[config.mk]
export PLATFORM = sky130hd
export DESIGN_NAME = pumpn_seq_ctrl
export DESIGN_NICKNAME = d
export VERILOG_FILES = /design/src/rtl/pump_pkg.sv /design/src/rtl/pump_phase_decode.sv /design/src/rtl/pumpn_seq_ctrl.sv
export SDC_FILE = /design/constraint.sdc
export NUM_CORES = 1
export LEC_CHECK = 0
export ABC_AREA = 1
export CAP_MARGIN = 40
export CELL_PAD_IN_SITES_DETAIL_PLACEMENT = 0
export CELL_PAD_IN_SITES_GLOBAL_PLACEMENT = 1
export CORE_MARGIN = 1
export CORE_UTILIZATION = 44
export DETAILED_ROUTE_END_ITERATION = 12
export GPL_TIMING_DRIVEN = 0
export PLACE_DENSITY_LB_ADDON = 0.1
export SLEW_MARGIN = 25
export SYNTH_ARGS = -nofsm -noshare
export SYNTH_HDL_FRONTEND = slang
export SYNTH_SLANG_ARGS = --single-unit
[constraint.sdc]
create_clock -name clk -period 6.48 [get_ports clk]
set_input_delay 1.62 -clock clk [delete_from_list [all_inputs] [get_ports clk]]
set_output_delay 1.62 -clock clk [all_outputs]
set_load 0.02 [all_outputs]
[src/rtl/pump_pkg.sv]
// Shared types and valve-pattern rule for the N-valve peristaltic pump sequencer.
package pump_pkg;

  typedef enum logic [1:0] {
    IDLE  = 2'd0,
    RUN   = 2'd1,
    FLUSH = 2'd2
  } pump_state_e;

  localparam logic AIR_CLOSED = 1'b1;
  localparam logic AIR_OPEN   = 1'b0;

  // Air line of valve idx in phase ph: an open window travels along the chain, last phase seals all.
  function automatic logic valve_air(input int unsigned ph, input logic dir,
                                     input int unsigned n, input int unsigned idx);
    int unsigned v;
    v = dir ? (n - 1 - idx) : idx;
    if (ph >= 2 * n - 1) return AIR_CLOSED;
    if ((v == ph / 2) || (v == (ph + 1) / 2)) return AIR_OPEN;
    return AIR_CLOSED;
  endfunction

endpackage

[src/rtl/pump_phase_decode.sv]
// Combinational phase/direction to valve air-vector decoder.
module pump_phase_decode
  import pump_pkg::*;
#(
  parameter int NUM_VALVES = 3,
  parameter int PH_W       = $clog2(2 * NUM_VALVES)
) (
  input  logic [PH_W-1:0]       phase,
  input  logic                  dir,
  output logic [NUM_VALVES-1:0] air
);

  always_comb begin
    air = '0;
    for (int i = 0; i < NUM_VALVES; i++) begin
      air[i] = valve_air(32'(phase), dir, NUM_VALVES, unsigned'(i));
    end
  end

endmodule

[src/rtl/pumpn_seq_ctrl.sv]
// N-valve peristaltic pump sequencer: travelling open window with dwell, stroke count, abort and flush.
module pumpn_seq_ctrl
  import pump_pkg::*;
#(
  parameter int NUM_VALVES = 3,
  parameter int DWELL_W    = 16,
  parameter int CNT_W      = 16,
  parameter int PH_W       = $clog2(2 * NUM_VALVES)
) (
  input  logic                  clk,
  input  logic                  rst_n,
  input  logic                  start,
  input  logic                  dir,
  input  logic [DWELL_W-1:0]    dwell,
  input  logic [CNT_W-1:0]      strokes,
  input  logic                  abort,
  input  logic                  flush,
  output logic [NUM_VALVES-1:0] air,
  output logic                  busy,
  output logic                  done,
  output logic                  aborted,
  output logic [CNT_W-1:0]      strokes_done,
  output logic [PH_W-1:0]       phase
);

  localparam logic [PH_W-1:0] LAST_PH = PH_W'(2 * NUM_VALVES - 1);

  pump_state_e           state, state_nx;
  logic                  dir_q, dir_nx;
  logic [DWELL_W-1:0]    dwell_q, dwell_cnt, dwell_max;
  logic [CNT_W-1:0]      strokes_q, strokes_inc;
  logic [PH_W-1:0]       phase_nx;
  logic [NUM_VALVES-1:0] pat_nx, air_nx;
  logic                  launch, phase_end, stroke_end, run_end;

  assign launch      = (state == IDLE) && start;
  assign dwell_max   = (dwell_q == '0) ? DWELL_W'(1) : dwell_q;
  assign phase_end   = (dwell_cnt == dwell_max - DWELL_W'(1));
  assign stroke_end  = phase_end && (phase == LAST_PH);
  assign strokes_inc = strokes_done + CNT_W'(1);
  assign run_end     = stroke_end && (strokes_q != '0) && (strokes_inc == strokes_q);
  assign busy        = (state == RUN);

  always_comb begin
    state_nx = state;
    case (state)
      IDLE:    if (start) state_nx = RUN;
               else if (flush) state_nx = FLUSH;
      FLUSH:   if (!flush) state_nx = IDLE;
      RUN:     if (abort || run_end) state_nx = IDLE;
      default: state_nx = IDLE;
    endcase
  end

  // Air is registered, so the decoder looks at the phase and direction of the coming cycle.
  always_comb begin
    phase_nx = phase;
    dir_nx   = launch ? dir : dir_q;
    if (launch || (busy && abort)) phase_nx = '0;
    else if (busy && phase_end) phase_nx = stroke_end ? '0 : phase + PH_W'(1);
  end

  pump_phase_decode #(
    .NUM_VALVES(NUM_VALVES),
    .PH_W      (PH_W)
  ) u_decode (
    .phase(phase_nx),
    .dir  (dir_nx),
    .air  (pat_nx)
  );

  always_comb begin
    air_nx = {NUM_VALVES{AIR_CLOSED}};
    if (state_nx == RUN) air_nx = pat_nx;
    else if (state_nx == FLUSH) air_nx = {NUM_VALVES{AIR_OPEN}};
  end

  always_ff @(posedge clk or negedge rst_n) begin
    if (!rst_n) begin
      state        <= IDLE;
      air          <= {NUM_VALVES{AIR_CLOSED}};
      done         <= 1'b0;
      aborted      <= 1'b0;
      strokes_done <= '0;
      phase        <= '0;
      dir_q        <= 1'b0;
      dwell_q      <= '0;
      strokes_q    <= '0;
      dwell_cnt    <= '0;
    end else begin
      state   <= state_nx;
      phase   <= phase_nx;
      air     <= air_nx;
      done    <= busy && !abort && run_end;
      aborted <= busy && abort;
      if (launch) begin
        dir_q        <= dir;
        dwell_q      <= dwell;
        strokes_q    <= strokes;
        strokes_done <= '0;
        dwell_cnt    <= '0;
      end else if (busy && !abort) begin
        dwell_cnt <= phase_end ? '0 : dwell_cnt + DWELL_W'(1);
        if (stroke_end) strokes_done <= strokes_inc;
      end
    end
  end

endmodule

Word level (Yosys, flattened, before mapping). Index checks and enable logic that the tools add are counted.

Flip-flop bits (word level): 75. Latch bits: 0. Bits in writable memories: 0. Bits in read-only memories: 0. Input bits: 38. Logic and storage cells: 86. Memories kept: 0.

Add/subtract/negate cells: 5. $mul: 0. Divide/modulo/power cells: 0. $lt $le $gt $ge: 1. Eq/ne operators: 13. Shift operators: 0. Multiplexer cells: 37. Bitwise logic cells: 0. Reduce and logical (&&, ||, !) cells: 20.

Operators with widths (count): 16-bit 2-to-1 mux (7); 32-bit by 2-bit == test with 1-bit output (2); 16-bit by 1-bit adder with 16-bit output, second input constant (2); 16-bit == test (2); 32-bit by 3-bit == test with 1-bit output (1); 32-bit by 31-bit == test with 1-bit output (1); 1-bit by 31-bit == test with 1-bit output, first input constant (1); 1-bit 2-to-1 mux (18); 16-bit zero test (1); 16-bit nonzero test (1); 16-bit by 1-bit subtractor with 16-bit output, second input constant (1); 3-bit 2-to-1 mux (5); 2-bit 2-to-1 mux (6); 1-bit logical AND (8); 2-bit one-hot mux with 3 select lines (1); 1-bit logical OR (5); 3-bit by 1-bit adder with 4-bit output, second input constant (1); 2-bit by 1-bit == test with 1-bit output, second input constant (2); 2-bit == test, second input constant (2); 2-bit nonzero test (2); 3-bit by 1-bit adder with 3-bit output, second input constant (1); 3-bit == test, second input constant (1); 3-bit >= comparator, second input constant (1); 1-bit by 2-bit == test with 1-bit output, first input constant (1); 3 further kinds (3).

Longest topological paths before layout.
Word-level depth: 16. Depth in mapped cells: 31. Gate-level depth less buffers: 31.

Cells and area by module. From an unflattened synthesis, not the netlist that was laid out.

Cells, all modules: 628. Area total of the unflattened synthesis: 4888.4 sq um.

Modules (own cells, without submodules): pumpn_seq_ctrl (times used 1, cells an instance 598, area an instance 4743.3 sq um, sequential area each 1880.6 sq um); pump_phase_decode (times used 1, cells an instance 30, area an instance 145.1 sq um, sequential area each 0.0 sq um).

Least setup slack after synthesis. OpenSTA, ideal clock, no wires.

Path kind: input-to-reg. Start: input start. End: register air[0]. Setup time: 0.073 ns. Data arrival time: 3.660 ns. Data required time: 6.407 ns. Slack: 2.747 ns. Cell stages on the path: 19. Cells stage by stage: inv_1 -> nor2_1 -> inv_1 -> nor2_1 -> clkinv_1 -> o21ai_0 -> inv_1 -> nand2_1 -> inv_1 -> nand2_2 -> inv_1 -> ha_1 -> inv_1 -> nand4_1 -> nand3_1 -> nand2_1 -> nand2_1 -> nand2_1 -> a21oi_1.

Cells in the longest elaborated chain, start to end: 11.

RTL lines: from (decl) (line pumpn_seq_ctrl.sv:12) `input logic start,`; 1-bit logical AND * (line pumpn_seq_ctrl.sv:36) `assign launch = (state == IDLE) && start;`; 1-bit logical OR * (line pumpn_seq_ctrl.sv:59) `if (launch || (busy && abort)) phase_nx = '0;`; 3-bit 2-to-1 mux * (line pumpn_seq_ctrl.sv:59); via phase_nx[0] (line pumpn_seq_ctrl.sv:32) `logic [PH_W-1:0] phase_nx;`; 3-bit by 1-bit adder with 4-bit output (line pump_pkg.sv:19) `if ((v == ph / 2) || (v == (ph + 1) / 2)) return AIR_OPEN;`; 32-bit by 3-bit == test with 1-bit output (line pump_pkg.sv:19); 1-bit logical OR (line pump_pkg.sv:19); 1-bit 2-to-1 mux (2 in series) (line pump_pkg.sv:19); 1-bit 2-to-1 mux (line pump_pkg.sv:20) `return AIR_CLOSED;`; 1-bit 2-to-1 mux * (line pump_pkg.sv:19); 3-bit 2-to-1 mux * (line pumpn_seq_ctrl.sv:74) `if (state_nx == RUN) air_nx = pat_nx;`; via air_nx[0] (line pumpn_seq_ctrl.sv:33) `logic [NUM_VALVES-1:0] pat_nx, air_nx;`; to (signal assigned) (line pumpn_seq_ctrl.sv:81) `air <= {NUM_VALVES{AIR_CLOSED}};`; to (signal assigned) (line pumpn_seq_ctrl.sv:93) `air <= air_nx;`; to (decl) (line pumpn_seq_ctrl.sv:18) `output logic [NUM_VALVES-1:0] air,`.

The timed path passes the listed nets; every way through them passes the cells marked *. The select of a mux whose other input is x is not followed. A chain may end at the register's enable or synchronous reset.

Worst setup path in the final report.
Start: input start. End: register air[2].

Cells in the longest elaborated chain, start to end: 11.

RTL lines (line): 1-bit logical AND * (pumpn_seq_ctrl.sv:36); 1-bit logical OR * (pumpn_seq_ctrl.sv:59); 3-bit 2-to-1 mux * (pumpn_seq_ctrl.sv:59); via phase_nx[0] (pumpn_seq_ctrl.sv:32); 3-bit by 1-bit adder with 4-bit output (pump_pkg.sv:19); 32-bit by 31-bit == test with 1-bit output (pump_pkg.sv:19); 1-bit logical OR (pump_pkg.sv:19); 1-bit 2-to-1 mux (2 in series) (pump_pkg.sv:19); 1-bit 2-to-1 mux (pump_pkg.sv:20); 1-bit 2-to-1 mux * (pump_pkg.sv:19); 3-bit 2-to-1 mux * (pumpn_seq_ctrl.sv:74); via air_nx[2] (pumpn_seq_ctrl.sv:33).

Marked as above.

==> summary.md <==
| Metric | Value |
|---|---|
| Syn_nets | 690 |
| Input/output buffers | a little over 60 |
| RSZ-0062 raised after global routing | false |
| Max Fclk | ~210 MHz |
| CTS tree | yes |
| First-pass detailed-route iteration total | 5 |
| Synth Area per Inst | approximately 7.3 sq um |
| Yosys top cell area share | 0.3825 |
| Worst min-delay path class | reg -> reg |
| GRT overflow | 0 |
| Worst Tran Pin Value | ~0.77 ns |
| Count leader, synth | nand2_1 |
| Maximum VDD drop | between 0.0002 and 0.00025 V |
| Area grow syn2layout | 20.88% |
| Post-synth cell types | 41 |
| Num rows | 37 |
| Clock sinks | 75 |
| Power Density | 261.6 nW/um^2 |
| Clk_lat worst skew | 0.36 ns |
| Clock root buffer master | clkbuf_8 |
| Total Nets Final | between 700 and 800 |
| Avg Vias per Cell | roughly 5.2 |
| I/O pin total | 63 |
| Full die area | 11120 sq um |
| Synth warnings | 0 |
| Flops & latches, synth | 75 |
| Max cap viols | 0 |
| Hold Path Cell Cnt | 2 |
| Clk pin slew, worst setup/hold paths | 0.08 ns |
| Finished Layout Cells | 860 |
| Initial drt markers | ~230 |
| Deepest clock path buffer count | 2 |
| # diodes | 0 |
| Core area | around 10000 sq um |
| Period utilisation layout | 0.7329 |
| Post-route ant nets | 0 |
| Drt drc | 0 |
| H-tree levels | 3 |
| Drt total wl | roughly 12000 um |
| Fin worst setup slack | roughly 1.7 ns |
| WHS | roughly 0.52 ns |
| Initial Utilization | 0.4543 |
| WL/cell | between 10 and 15 um |
| Global-route wire length before repair | approximately 21000 um |
| Outcome | finished clean |
| Share of flip-flops with an asynchronous set or reset | 1.000 |
| Post-synth top cells | 187 x nand2_1, 88 x inv_1, 72 x dfrtp_1, 53 x nor2_1, 40 x o21ai_0 |
| Setup Buffers After CTS | 0 |
| Final min period | about 4.7 ns |
| Slew HR | 0.4860 |
| Kind of critical path | in -> reg |
| # setup viols final | 0 |
| GP Congestion | 0.8614 |
| Mapped cell area | about 4700 sq um |
| Detailed Place HPWL | 9606 um |
| Inserted Clock Buffers | 9 |
| Post-CTS Resized | 0 |
| P_leak | between 2 and 3 nW |
| Largest net degree at the start of global routing | between 40 and 50 |
| Slew Viols, Final | 0 |
| Arrival time at the worst endpoint | between 5 and 6 ns |
| Critical path endpoint category | flip-flop |
| Vias in the first global route | approximately 4300 |
| Area leader, netlist | dfrtp_1 |
| Reg2reg path depth | 28 |
| Placed Cells | roughly 840 |
| Die height | 105.5 um |
| Worst EP required | roughly 6.8 ns |
| Max FO, Critical Path | 10 |
| Synth top area cells | dfrtp_1 38%, nand2_1 15%, inv_1 7.0%, xor2_1 4.6%, o21ai_0 4.2% |
| Sum Neg Setup Slack | 0 ns |
| Initial antenna violation count | 0 |
| Layout cells sized above 1 | 0.09116 |
| Startpoint Class | primary input |
| GR Util All Layers | 0.2400 |
| Top_reg_cell synth | dfrtp_1 |
| Cells after synthesis | 645 |
| Skew final | 0.01068 ns |
| Post-synthesis sequential area ratio | 0.3992 |
| Die Wd | approximately 110 um |
| Final hold vios | 0 |
| Worst slack at placement | between 1 and 1.5 ns |
| Post-synth EDFFs | 0 |
| DR vias | roughly 4400 |
| Hold Buf Count CTS | 0 |
==> cell families (layout without fill, tap and decap cells) <==
family / Yosys count / count (layout) / synth area share
adders and majority gates: 7 / 7 / 0.01859
and+or+nand+nor: 346 / 346 / 0.3371
xor gates and xnor gates: 33 / 33 / 0.06295
buffers and inverters: 103 / 182 / 0.08420
AOI/OAI and AO/OA: 81 / 81 / 0.09801
DFF: 75 / 75 / 0.3992
==> worst max-delay path, cell delays in order <==
cell and delay [ns]:
clkdlybuf4s50_1 0.47, inv_1 0.04, nor2_1 0.07, inv_1 0.06, nor2_1 0.58, clkinv_1 0.59, o21ai_0 0.29, inv_1 0.16
nand2_1 0.10, inv_1 0.05, nand2_2 0.05, inv_1 0.08, ha_1 0.24, inv_1 0.08, nand4_1 0.15, nand3_1 0.12
nand2_1 0.05, nand2_1 0.06, nand2_1 0.05, a21oi_1 0.12
==> routing by layer <==
layer | global-route usage | part of all wire | vias up
met5 | 0 | 0 | -
met4 | 0.06740 | 0.014 | 0
met3 | 0.04453 | 0.047 | 15
met2 | 0.3910 | 0.46 | 108
met1 | 0.3257 | 0.48 | 2086
li1 | - | - | 2228
==> layout by cell type, fill, tap and decap left out, drive strengths merged, types with 2 or more instances in the layout <==
cell,instances
a21oi,11
buf,5
clkbuf,16
clkdlybuf4s50,61
clkinv,5
clkinvlp,2
dfrtp,72
dfstp,3
ha,7
inv,93
nand2,196
nand3,42
nand3b,3
nand4,21
nor2,65
nor3,10
nor4,6
o21ai,43
o22ai,21
o32ai,2
or2,3
xnor2,7
xor2,26
==> sequential cells by signal, summed over array words and instances (netlist names) <==
name	cells
aborted	1
air	3
dir_q	1
done	1
dwell_cnt	16
dwell_q	16
phase	3
state	2
strokes_done	16
strokes_q	16
==> path summary, 6_finish.rpt <==
kind	end	slack, ns	start
max	air[2]$_DFF_PN1_	1.73	start
min	strokes_q[9]$_DFFE_PN0P_	0.52	strokes_q[9]$_DFFE_PN0P_
max reg2reg	air[0]$_DFF_PN1_	2.80	dwell_q[0]$_DFFE_PN0P_
min reg2reg	strokes_q[9]$_DFFE_PN0P_	0.52	strokes_q[9]$_DFFE_PN0P_
max in group asynchronous	air[1]$_DFF_PN1_	4.65	rst_n
min in group asynchronous	dwell_q[1]$_DFFE_PN0P_	1.20	rst_n
==> where the power goes <==
| part | internal, mW | switching (mW) | leakage (nW) |
|---|---|---|---|
| registers | 0.549 | 0.0798 | 0.977 |
| clock network | 0.137 | 0.185 | 0.0852 |
| logic | 0.200 | 0.338 | 1.52 |
==> cell type report <==
cell class,instances,area [sq um]
Clock buffer,9,123.9
Fill cell,1031,4676
Clock inverter,7,43.79
Timing Repair Buffer,63,645.6
Sequential cell,75,1881
Inverter,93,349.1
Tap cell,136,170.2
Multi-Input combinational cell,467,2434
Buffer,10,47.55
==> stage by stage <==
stage / instance area, sq um / power (mW) / utilization
floorplan: 4711 / 1.003 / -
global placement: 5502 / 1.160 / 0.5305
detailed placement: 5527 / 1.171 / 0.5329
CTS: 5694 / 1.499 / 0.5491
global route: 5694 / 1.609 / 0.5491
finish: 5694 / 1.490 / 0.5491
(Power assumes the default switching activity.)
